===== src/rtl/tick_debouncer.sv =====
// tick_debouncer: two-flop synchronizer plus tick-counted debounce FSM with registered level and edge pulses
module tick_debouncer #(
    parameter int N_TICKS = 3,
    parameter int CNT_W   = 4
) (
    input  logic clk,
    input  logic rst,
    input  logic tick,
    input  logic sw_raw,
    output logic db_level,
    output logic db_rise,
    output logic db_fall
);
    typedef enum logic [1:0] {ZERO, WAIT1, ONE, WAIT0} state_t;
    localparam logic [CNT_W-1:0] CNT_INIT = CNT_W'(N_TICKS - 1);
    state_t state_q, state_d;
    logic [CNT_W-1:0] cnt_q, cnt_d;
    logic s1_q, sw_s_q;
    logic level_q, level_d, rise_q, rise_d, fall_q, fall_d;
    always_comb begin
        state_d = state_q;
        cnt_d   = cnt_q;
        level_d = level_q;
        rise_d  = 1'b0;
        fall_d  = 1'b0;
        case (state_q)
            ZERO: if (sw_s_q) begin
                state_d = WAIT1;
                cnt_d   = CNT_INIT;
            end
            // an abort on sw_s takes priority over a coincident tick
            WAIT1: if (!sw_s_q) state_d = ZERO;
                else if (tick && cnt_q == '0) begin
                    state_d = ONE;
                    level_d = 1'b1;
                    rise_d  = 1'b1;
                end else if (tick) cnt_d = cnt_q - 1'b1;
            ONE: if (!sw_s_q) begin
                state_d = WAIT0;
                cnt_d   = CNT_INIT;
            end
            WAIT0: if (sw_s_q) state_d = ONE;
                else if (tick && cnt_q == '0) begin
                    state_d = ZERO;
                    level_d = 1'b0;
                    fall_d  = 1'b1;
                end else if (tick) cnt_d = cnt_q - 1'b1;
            default: state_d = ZERO;
        endcase
    end
    always_ff @(posedge clk or negedge rst) begin
        if (!rst) begin
            s1_q    <= 1'b0;
            sw_s_q  <= 1'b0;
            state_q <= ZERO;
            cnt_q   <= '0;
            level_q <= 1'b0;
            rise_q  <= 1'b0;
            fall_q  <= 1'b0;
        end else begin
            s1_q    <= sw_raw;
            sw_s_q  <= s1_q;
            state_q <= state_d;
            cnt_q   <= cnt_d;
            level_q <= level_d;
            rise_q  <= rise_d;
            fall_q  <= fall_d;
        end
    end
    assign db_level = level_q;
    assign db_rise  = rise_q;
    assign db_fall  = fall_q;
endmodule


===== config.mk =====
export PLATFORM = sky130hd
export DESIGN_NAME = tick_debouncer
export DESIGN_NICKNAME = d
export VERILOG_FILES = /design/src/rtl/tick_debouncer.sv
export SDC_FILE = /design/constraint.sdc
export NUM_CORES = 1
export LEC_CHECK = 0
export CAP_MARGIN = 25
export CORE_AREA = 2 2 39 41
export DETAILED_ROUTE_END_ITERATION = 12
export DIE_AREA = 0 0 41 43
export DONT_BUFFER_PORTS = 1
export GPL_TIMING_DRIVEN = 0
export SLEW_MARGIN = 30
export SYNTH_ARGS = -nofsm -noshare
export SYNTH_HDL_FRONTEND = slang
export SYNTH_SLANG_ARGS = --single-unit

===== constraint.sdc =====
create_clock -name clk -period 4.72 [get_ports clk]
set_clock_uncertainty 0.05 [all_clocks]
set_input_delay 0.944 -clock clk [delete_from_list [all_inputs] [get_ports clk]]
set_output_delay 0.944 -clock clk [all_outputs]
set_load 0.05 [all_outputs]

# Yosys cells after proc, flatten, opt, wreduce, memory -nomap -nowiden
# Index checks and enable logic that the tools add are counted.
[totals]
ff_bits = 11
out_inout_bits = 3
wordCells = 50
[op_classes]
add_sub_neg = 1
eq_ne = 11
n_mux = 24
reduce_logical = 7
[op_table]
columns = ["operator", "n"]
rows = [
  ["2-to-1 mux 4 bit", 6],
  ["case mux 4 bit (4 select lines)", 1],
  ["2-to-1 mux 2 bit", 6],
  ["inequality test 2 bit (second input constant)", 6],
  ["2-to-1 mux 1 bit", 9],
  ["case mux 2 bit (4 select lines)", 1],
  ["AND reduction 4 bit", 2],
  ["inequality test 3 bit (second input constant)", 2],
  ["AND reduction 5 bit", 1],
  ["== test 2 bit (second input constant)", 2],
  ["zero test 4 bit", 1],
  ["subtractor 4 x 1 -> 4 bit (second input constant)", 1],
  ["== test 2 x 1 -> 1 bit (second input constant)", 1],
  ["zero test 2 bit", 1],
  ["case mux 1 bit (2 select lines)", 1],
  ["nonzero test 2 bit", 1],
  ["logical AND 1 bit", 1],
]

# Longest topological paths before layout
# Gate-level depths: netlist (run 1).
[depth]
ltp_word = 5
ltp_mapped = 6

# Worst setup path before layout (run 1)
# Ideal clock, no wire load.
[synth_path]
path_type = "input-to-reg"
from = "input port tick"
to = "register cnt_q[1]"
setup_time_ps = 125
arrival_ps = 1602
required_ps = 4545
path_slack_ps = 2942
cell_stages = 4
cell_sequence = "inv_1 > o21a_2 > nor2_2 > mux2_4"
[synth_via]
elab_chain_cells = 4
[synth_lines]
columns = ["item", "line", "rtl"]
rows = [
  ["from (decl)", "8", "input logic tick,"],
  ["2-to-1 mux 4 bit / logical AND 1 bit (equally long branches)", "-", ""],
  ["2-to-1 mux 4 bit *", "-", ""],
  ["2-to-1 mux 4 bit (on tied branches)", "-", ""],
  ["case mux 4 bit (4 select lines) *", "-", ""],
  ["to (signal assigned)", "64", "cnt_q <= cnt_d;"],
  ["to (decl)", "17", "logic [CNT_W-1:0] cnt_q, cnt_d;"],
]
# Every way passes the cells marked *; elsewhere a longest branch is shown, timed or not. The select of a mux whose other input is x is not followed.
# A chain may end at the register's enable or synchronous reset.

# Worst setup path after layout (run 1)
[layout_path]
from = "register level_q, in the netlist db_level"
to = "output port db_level"
[layout_lines]
columns = ["item", "line", "rtl"]
rows = [
  ["from (decl)", "19", "logic level_q, level_d, rise_q, rise_d, fall_q, fall_d;"],
  ["from (signal assigned)", "65", "level_q <= level_d;"],
  ["to (decl)", "10", "output logic db_level,"],
]
# No word-level cell between the ends.

==> flow_metrics.tcl, run 1 <==
set metrics [dict create \
    ys_types 22 \
    routed_wl_um 867 \
    synth_cells 49 \
    grt_pass1_vias 360 \
    fin_ws_ns 2.80 \
    cts_hold_buf 0 \
    wl_per_cell_um 12.6 \
    setup_viol 0 \
    grt_max_degree 12 \
    period_share_pct 40.6 \
    antennaDiodeCount 0 \
    rows 14 \
    hp-class "input pin to async pin" \
    r2r_cells 6 \
    r2r_start "cnt_q[0]$_DFFE_PN0P_" \
    dp_slack_ns 2.90 \
    htree_levels 1 \
    peakVddDrop_uv 246 \
    synth_flop_cell "dfrtp_1" \
    cp.required_ns 3.73 \
    hold_viol_final 0 \
    core_sq_mm 0.00138 \
    maxCapViolations 0 \
    cts_sinks 11 \
    yosysTopAreaCell "dfrtp_1" \
    dieArea_sq_mm 0.00176 \
    status "complete, no violations" \
    overflow 0 \
    syn_avg_cell_area_sq_um 10.6 \
    synth.ff_latch_count 11 \
    drv_slew 0 \
    final.setup.tns_ns 0 \
    start_util_pct 37.4 \
    ant_nets 0 \
    startpoint_type "register" \
    vias_per_cell 5.03 \
    timing.rr.end "cnt_q[1]$_DFFE_PN0P_" \
    cts_resized 0 \
    synth.cell_area_sq_um 518 \
    synth_edf_count 0 \
    track_usage_pct 14.5 \
    fmax_mhz 521 \
    post_cts_buffers 0 \
    synth.top_cell.area_share_pct 53.1 \
    fin_nets 60 \
    synth_fp_nets 55 \
    worstSetupPathType "register to output port" \
    grt_pass1_wl_um 1600 \
    drc 0 \
    setup.worst_path.end_class "output port" \
    die_h_um 43 \
    max_slew.worst_pin.slew_ns 0.487 \
    period_needed_ns 1.92 \
    netlist_top_cells_area "dfrtp_1 (53%), nand2_1 (6.5%), ha_1 (4.8%), xnor2_2 (3.1%), a21oi_1 (2.9%)" \
    drtIter0Drc 1 \
    area_delta_synth_final_pct 8.94 \
    drive_above_1_share_pct 18.9 \
    cp-startpoint "db_level$_DFFE_PN0P_" \
    numCtsBuffers 3 \
    cp.arrival_ns 0.92 \
    clock_latency_ns 0.28 \
    rrSetupSlack_ns 3.09 \
    vias 347 \
    firstDrtPassIters 2 \
    critPathMaxFanout 3 \
    hpwl_um 611 \
    pwr_density_cell_mw_per_mm2 614 \
    num_io_pins 7 \
    port_buffers 0 \
    cts_tree "done" \
    clkTransAtPathRegs_ns 0.08 \
    gp_congestion 0.682 \
    async_flop_share_pct 100 \
    endpoint "db_level" \
    relSlewSlack_pct 67.5 \
    grt_setup_unrepaired "no" \
    clock_path_buffers 2 \
    crit_cells 0 \
    die_w_um 41 \
    ys_seq_area_share_pct 53.1 \
    yosysWarnings 0 \
    antenna_found_initial 0 \
    root_buffer "clkbuf_4" \
    cellLeakagePower_nw 0.273 \
]
==> synth_stat cells (2+ instances only) <==
cell     count
a21oi_1      3
dfrtp_1     11
ha_1         2
inv_1        3
nand2_1      9
nand3_1      2
nor2_1       2
nor3b_1      2
o21ai_0      2
==> state kept, by name, summed over array words and instances, names as in the netlist, named ones only <==
signal	flops
cnt_q	4
db_fall	1
db_level	1
db_rise	1
s1_q	1
state_q	1
sw_s_q	1
==> per-stage QoR <==
| step | std cells | util (%) | hold WS, ns | area [sq um] | power (mW) |
|---|---|---|---|---|---|
| after detailed placement | 65 | 38.9 | 0.287 | 538 | 0.279 |
| after global placement | 65 | 38.9 | 0.283 | 538 | 0.275 |
| after floorplan | 49 | - | 0.281 | 518 | 0.255 |
| after global routing | 69 | 40.8 | 0.283 | 564 | 0.378 |
| after CTS | 69 | 40.8 | 0.302 | 564 | 0.347 |
| final | 69 | 40.8 | 0.299 | 564 | 0.347 |
==> routing by layer <==
layer / wire length, um / vias up / GRT usage [%]
met5: 0 / - / 0
met4: 25 / 0 / 12.0
met3: 41 / 3 / 6.28
met2: 377 / 9 / 18.1
met1: 423 / 162 / 18.3
li1: - / 173 / -
==> how the worst min path moves through the flow <==
stage              startpoint                endpoint  slack (ns)  cells after the start
6_report                  rst  state_q[0]$_DFFE_PN0P_        0.30                      0
5_1_grt                   rst  state_q[0]$_DFFE_PN0P_        0.28                      0
3_5_place_dp   s1_q$_DFF_PN0_        sw_s_q$_DFF_PN0_        0.29                      0
4_1_cts                   rst    cnt_q[1]$_DFFE_PN0P_        0.30                      0
3_3_place_gp   s1_q$_DFF_PN0_        sw_s_q$_DFF_PN0_        0.28                      0
2_1_floorplan  s1_q$_DFF_PN0_        sw_s_q$_DFF_PN0_        0.28                      0
==> power breakdown <==
part | internal, mW | leakage (nW) | switching [mW] | total [mW]
Clock | 0.0328 | 0.0150 | 0.0354 | 0.0683
Sequential | 0.120 | 0.139 | 0.0336 | 0.154
Combinational | 0.0593 | 0.119 | 0.0653 | 0.125
Total | 0.212 | 0.273 | 0.134 | 0.347
==> final cells by class <==
cell class	count	area, sq um
Clock buffer	4	26.3
Tap cell	16	20.0
Inverter	3	11.3
Fill cell	139	820
Buffer	1	5.00
Sequential cell	11	275
Multi-Input combinational cell	34	226
==> cell usage in the layout, fill, tap and decap left out, types with 2 or more instances in the layout <==
master and count:
nand3_1 2, o21ai_0 2, clkbuf_4 3, nand2_1 9, a21oi_1 3, ha_1 2
dfrtp_1 11, nor3b_1 2, nor2_1 2, inv_1 3
==> cells by family (layout without fill, tap and decap cells) <==
kind of cell / after synthesis / after routing / synth area share, %
flops: 11 / 11 / 53.1
mux: 2 / 2 / 4.83
simple gates: 21 / 21 / 21.3
fa+ha+maj: 2 / 2 / 4.83
xor+xnor: 1 / 1 / 3.14
compound gates: 8 / 8 / 9.66
buf+inv: 4 / 8 / 3.14
(Power assumes the default switching activity.)
==> inputs of run 2 (changes only) <==
- ABC_AREA: not set -> 1
- clock period: 4.72 -> 1.6 ns (I/O delays scaled with it)
==> flow_metrics.tcl, run 2 <==
set metrics [dict create \
    period_share_pct 84.9 \
    drc 0 \
    final_util_pct 41.0 \
    drive_above_1_share_pct 13.8 \
    dieArea_sq_mm 0.00176 \
    yosysTopAreaCell "dfrtp_1" \
    vias 364 \
    netlist_top_cells_area "dfrtp_1 (54%), nand2_1 (13%), inv_1 (8.8%), o21ai_0 (5.9%), ha_1 (4.9%)" \
    final.setup.tns_ns 0 \
    port_buffers 0 \
    yosysWarnings 0 \
    hold_viol_final 0 \
    cp-startpoint "cnt_q[0]$_DFFE_PN0P_" \
    nFillCells 136 \
    syn_avg_cell_area_sq_um 8.51 \
    ys_top_cells_by_count "nand2_1 (17), inv_1 (12), dfrtp_1 (11)" \
    peakVddDrop_uv 763 \
    hp-class "input pin to register" \
    root_buffer "clkbuf_4" \
    period_needed_ns 1.36 \
    status "complete, no violations" \
    cts_tree "done" \
    max_slew.worst_pin.slew_ns 0.479 \
    endpoint "db_level$_DFFE_PN0P_" \
    cts_hold_buf 1 \
    gp_congestion 0.670 \
    cp.required_ns 1.70 \
    grt_pass1_vias 368 \
    r2r_start "cnt_q[0]$_DFFE_PN0P_" \
    htree_levels 1 \
    drtIter0Drc 4 \
    cp.arrival_ns 1.46 \
    wl_per_cell_um 9.52 \
    routed_wl_um 771 \
    startpoint_type "register" \
    post-synth-top-count-cell "nand2_1" \
    clock_latency_ns 0.26 \
    numCtsBuffers 3 \
    dp_slack_ns 0.238 \
    start_util_pct 36.9 \
    die_w_um 41 \
    drv_slew 0 \
    timing.rr.end "db_level$_DFFE_PN0P_" \
    fin_ws_ns 0.242 \
    ys_types 13 \
    largest_reg_flops 4 \
    regMostFlops "cnt_q" \
    area_delta_synth_final_pct 11.0 \
    synth_flop_cell "dfrtp_1" \
    cts_sinks 11 \
    async_flop_share_pct 100 \
    post_cts_buffers 0 \
    pwr_density_cell_mw_per_mm2 1790 \
    overflow 0 \
    r2r_cells 9 \
    fin_nets 72 \
    cellLeakagePower_nw 0.319 \
    grt_pass1_wl_um 1510 \
    maxCapViolations 0 \
    setup.worst_path.end_class "register" \
    antennaDiodeCount 0 \
    clkTransAtPathRegs_ns 0.06 \
    antenna_found_initial 0 \
    track_usage_pct 12.6 \
    rows 14 \
    synth_cells 60 \
    clock_path_buffers 2 \
    synth.cell_area_sq_um 510 \
    relSlewSlack_pct 68.0 \
    mostFrequentLayoutCells "nand2_1 (17), inv_1 (12), dfrtp_1 (11), o21ai_0 (6), nand3_1 (4)" \
    seq_area_sq_um 275 \
    firstDrtPassIters 4 \
    final_common_cell "nand2_1" \
    ant_nets 0 \
    core_sq_mm 0.00138 \
    setup_viol 0 \
    synth.ff_latch_count 11 \
    cts_resized 0 \
    rrSetupSlack_ns 0.24 \
    die_h_um 43 \
    fmax_mhz 737 \
    synth_fp_nets 66 \
    critPathMaxFanout 5 \
    totalPowerFinal_mw 1.01 \
    ys_seq_area_share_pct 53.9 \
    synth_edf_count 0 \
    synth.top_cell.area_share_pct 53.9 \
    grt_max_degree 12 \
    num_io_pins 7 \
    hpwl_um 583 \
    multi_input_area_sq_um 186 \
    worstSetupPathType "register to register" \
    vias_per_cell 4.49 \
    grt_setup_unrepaired "no" \
]
run 2: changes by cell type after synthesis, moves of 2 or more:
| cell | delta |
|---|---|
| nor3b_1 | -2 |
| o21ai_0 | +4 |
| nand3_1 | +2 |
| nand2_1 | +8 |
| inv_1 | +9 |
| a21oi_1 | -3 |
run 2: metal layers:
| metal | share of wire [%] | track usage (%) | vias to the layer above | wire (um) |
|---|---|---|---|---|
| met5 | 0 | 0 | - | 0 |
| met4 | 0.52 | 8.00 | 0 | 4 |
| met3 | 3.1 | 2.09 | 2 | 24 |
| met2 | 49 | 16.3 | 7 | 377 |
| met1 | 47 | 18.8 | 166 | 365 |
| li1 | - | - | 189 | - |
run 2: worst max-delay path, stage by stage, from the launching register on:
cell	delay [ns]
dfrtp_1	0.38
inv_1	0.12
ha_1	0.16
inv_1	0.03
nor2_1	0.10
nand2_2	0.10
nor2_4	0.12
nand2_1	0.08
nand2_1	0.06
nand2_1	0.05
run 2: worst min path at each step:
stage,end,cells after the start,slack (ns),start
after global routing,s1_q$_DFF_PN0_,0,0.01,sw_raw
after floorplan,async pin,0,-0.03,rst
after CTS,s1_q$_DFF_PN0_,0,0.02,sw_raw
final,s1_q$_DFF_PN0_,0,0.03,sw_raw
after global placement,db_level$_DFFE_PN0P_,0,-0.03,rst
after detailed placement,db_level$_DFFE_PN0P_,0,-0.03,rst
run 2: kinds of logic (layout without fill, tap and decap cells):
kind of cell	Yosys count	count (layout)	synth area share, %
compound gates	6	6	5.88
flops	11	11	53.9
simple gates	28	28	25.7
buf+inv	13	18	9.56
fa+ha+maj	2	2	4.90
run 2: cell type report:
cell class                      count  share of cell area (%)
Sequential cell                    11                    48.6
Multi-Input combinational cell     36                    32.9
Inverter                           13                    8.61
Clock buffer                        4                    4.64
Tap cell                           16                    3.53
Timing Repair Buffer                1                    1.77
run 2: power breakdown:
part           total (mW)  switching, mW  leakage, nW  internal [mW]
clock               0.181         0.0851       0.0150         0.0963
combinational       0.336          0.204        0.165          0.132
sequential          0.496          0.132        0.139          0.364
run 2: through the flow:
step                      cells  cell area, sq um  hold slack (ns)
final                        81               567           0.0332
after global placement       76               531          -0.0253
after global routing         81               567           0.0141
after CTS                    81               567           0.0240
after detailed placement     76               531          -0.0253
after floorplan              60               510          -0.0256
==> inputs of run 3 (changes only) <==
- clock period: 1.6 -> 1.2 ns (I/O delays scaled with it)
==> flow_metrics.tcl, run 3 (synthesis results as in run 2) <==
set metrics [dict create \
    crit_path_cell_trace "inv_2 -> ha_4 -> inv_2 -> nor2_4 -> nand2_4 -> nor2_4 -> nand2_2 -> nand2_1 -> nand2_1" \
    setup.worst_path.end_class "register" \
    hp-class "input pin to register" \
    pwr_density_cell_mw_per_mm2 2530 \
    drive_above_1_share_pct 36.6 \
    cp.arrival_ns 1.44 \
    final_common_cell "nand2_1" \
    cts_tree "done" \
    antenna_found_initial 0 \
    grt_setup_unrepaired "yes" \
    antennaDiodeCount 0 \
    setup_viol 7 \
    startpoint_type "register" \
    cp_num_buf_inv 2 \
    critPathMaxFanout 4 \
    grt_pass1_wl_um 1410 \
    rows 14 \
    crit_slowest_cell "dfrtp_1" \
    cellLeakagePower_nw 0.354 \
    core_sq_mm 0.00138 \
    clock_path_buffers 2 \
    peakVddDrop_uv 1050 \
    ant_nets 0 \
    vias 398 \
    cts_sinks 11 \
    drv_slew 0 \
    relSlewSlack_pct 68.0 \
    worstSetupPathType "register to register" \
    violations "negative setup slack" \
    regMostFlops "cnt_q" \
    dp_slack_ns -0.104 \
    numCtsBuffers 3 \
    grt_pass1_vias 354 \
    fin_nets 78 \
    maxCapViolations 0 \
    dieArea_sq_mm 0.00176 \
    period_share_pct 112 \
    cp.required_ns 1.30 \
    max_slew.worst_pin.slew_ns 0.479 \
    overflow 0 \
    vias_per_cell 4.57 \
    drtIter0Drc 7 \
    wl_per_cell_um 10.6 \
    crit_family "simple AND/OR/NAND/NOR gates" \
    root_buffer "clkbuf_4" \
    num_io_pins 7 \
    htree_levels 1 \
    hpwl_um 573 \
    largest_reg_flops 4 \
    mostFrequentLayoutCells "nand2_1 (15), inv_1 (9), dfrtp_1 (9), buf_4 (5), inv_2 (4)" \
    clkTransAtPathRegs_ns 0.07 \
    area_delta_synth_final_pct 31.4 \
    port_buffers 0 \
    status "complete, but fails checks" \
    die_h_um 43 \
    period_needed_ns 1.34 \
    totalPowerFinal_mw 1.70 \
    fmax_mhz 744 \
    grt_max_degree 12 \
    track_usage_pct 11.7 \
    critPathMaxStageDelay_ns 0.39 \
    clock_latency_ns 0.26 \
    die_w_um 41 \
    drc 0 \
    firstDrtPassIters 2 \
    routed_wl_um 922 \
    hold_viol_final 0 \
    nFillCells 135 \
    start_util_pct 36.9 \
    gp_congestion 0.663 \
    fin_ws_ns -0.144 \
]
-- run 3: report_power, final --
group / switching [mW] / internal, mW / total [mW]
registers: 0.187 / 0.489 / 0.677
clock network: 0.115 / 0.128 / 0.243
logic: 0.412 / 0.365 / 0.777
-- run 3: worst paths after layout --
| path | startpoint | endpoint | slack (ns) | cells past startpoint |
|---|---|---|---|---|
| max | cnt_q[1]$_DFFE_PN0P_ | db_level$_DFFE_PN0P_ | -0.14 | 9 |
| min | tick | state_q[0]$_DFFE_PN0P_ | 0.21 | 3 |
| max reg2reg | cnt_q[1]$_DFFE_PN0P_ | db_level$_DFFE_PN0P_ | -0.14 | 9 |
| min reg2reg | s1_q$_DFF_PN0_ | sw_s_q$_DFF_PN0_ | 0.31 | 0 |
| max in group asynchronous | rst | db_fall$_DFF_PN0_ | 0.43 | 1 |
| min in group asynchronous | rst | async pin | 0.32 | 1 |
-- run 3: worst register-to-register path, delay by kind of cell, from the launching register on --
| family | cells | cell delay (ns) |
|---|---|---|
| flip-flops | 1 | 0.39 |
| AND/OR/NAND/NOR | 6 | 0.54 |
| adder cells (fa/ha/maj) | 1 | 0.13 |
| buffers and inverters | 2 | 0.13 |
-- run 3: repair_timing --
action	CTS	global route
setup buffers	2	3
cloned	0	0
endpoints found under the setup margin	10	10
hold buffers	2	0
pin swaps	1	8
gates resized for setup	1	19
endpoints found under the hold margin	12	0
-- run 3: stage by stage --
| step | setup TNS, ns | util, % | instance area (sq um) | instances | hold slack (ns) |
|---|---|---|---|---|---|
| floorplan | -0.0270 | - | 510 | 60 | -0.106 |
| global placement | -0.450 | 38.3 | 531 | 76 | -0.105 |
| detailed placement | -0.477 | 38.3 | 531 | 76 | -0.105 |
| CTS | -0.498 | 42.9 | 593 | 84 | 0.237 |
| global route | -0.920 | 48.5 | 671 | 87 | 0.244 |
| finish | -0.420 | 48.5 | 671 | 87 | 0.211 |
-- run 3: final cells by class --
type	count	area [sq um]	share of cell area, %
clock buffer	4	26.3	3.92
multi-input combinational	36	240	35.8
sequential	11	278	41.4
tap	16	20.0	2.99
timing repair buffer	7	57.6	8.58
inverter	13	48.8	7.28
-- run 3: routing by layer --
| layer | global-route usage, % | up-vias | share of wire [%] |
|---|---|---|---|
| met3 | 2.09 | 2 | 2.7 |
| met1 | 15.6 | 184 | 44 |
| li1 | - | 205 | - |
| met5 | 0 | - | 0 |
| met4 | 8.00 | 0 | 0.43 |
| met2 | 16.6 | 7 | 53 |
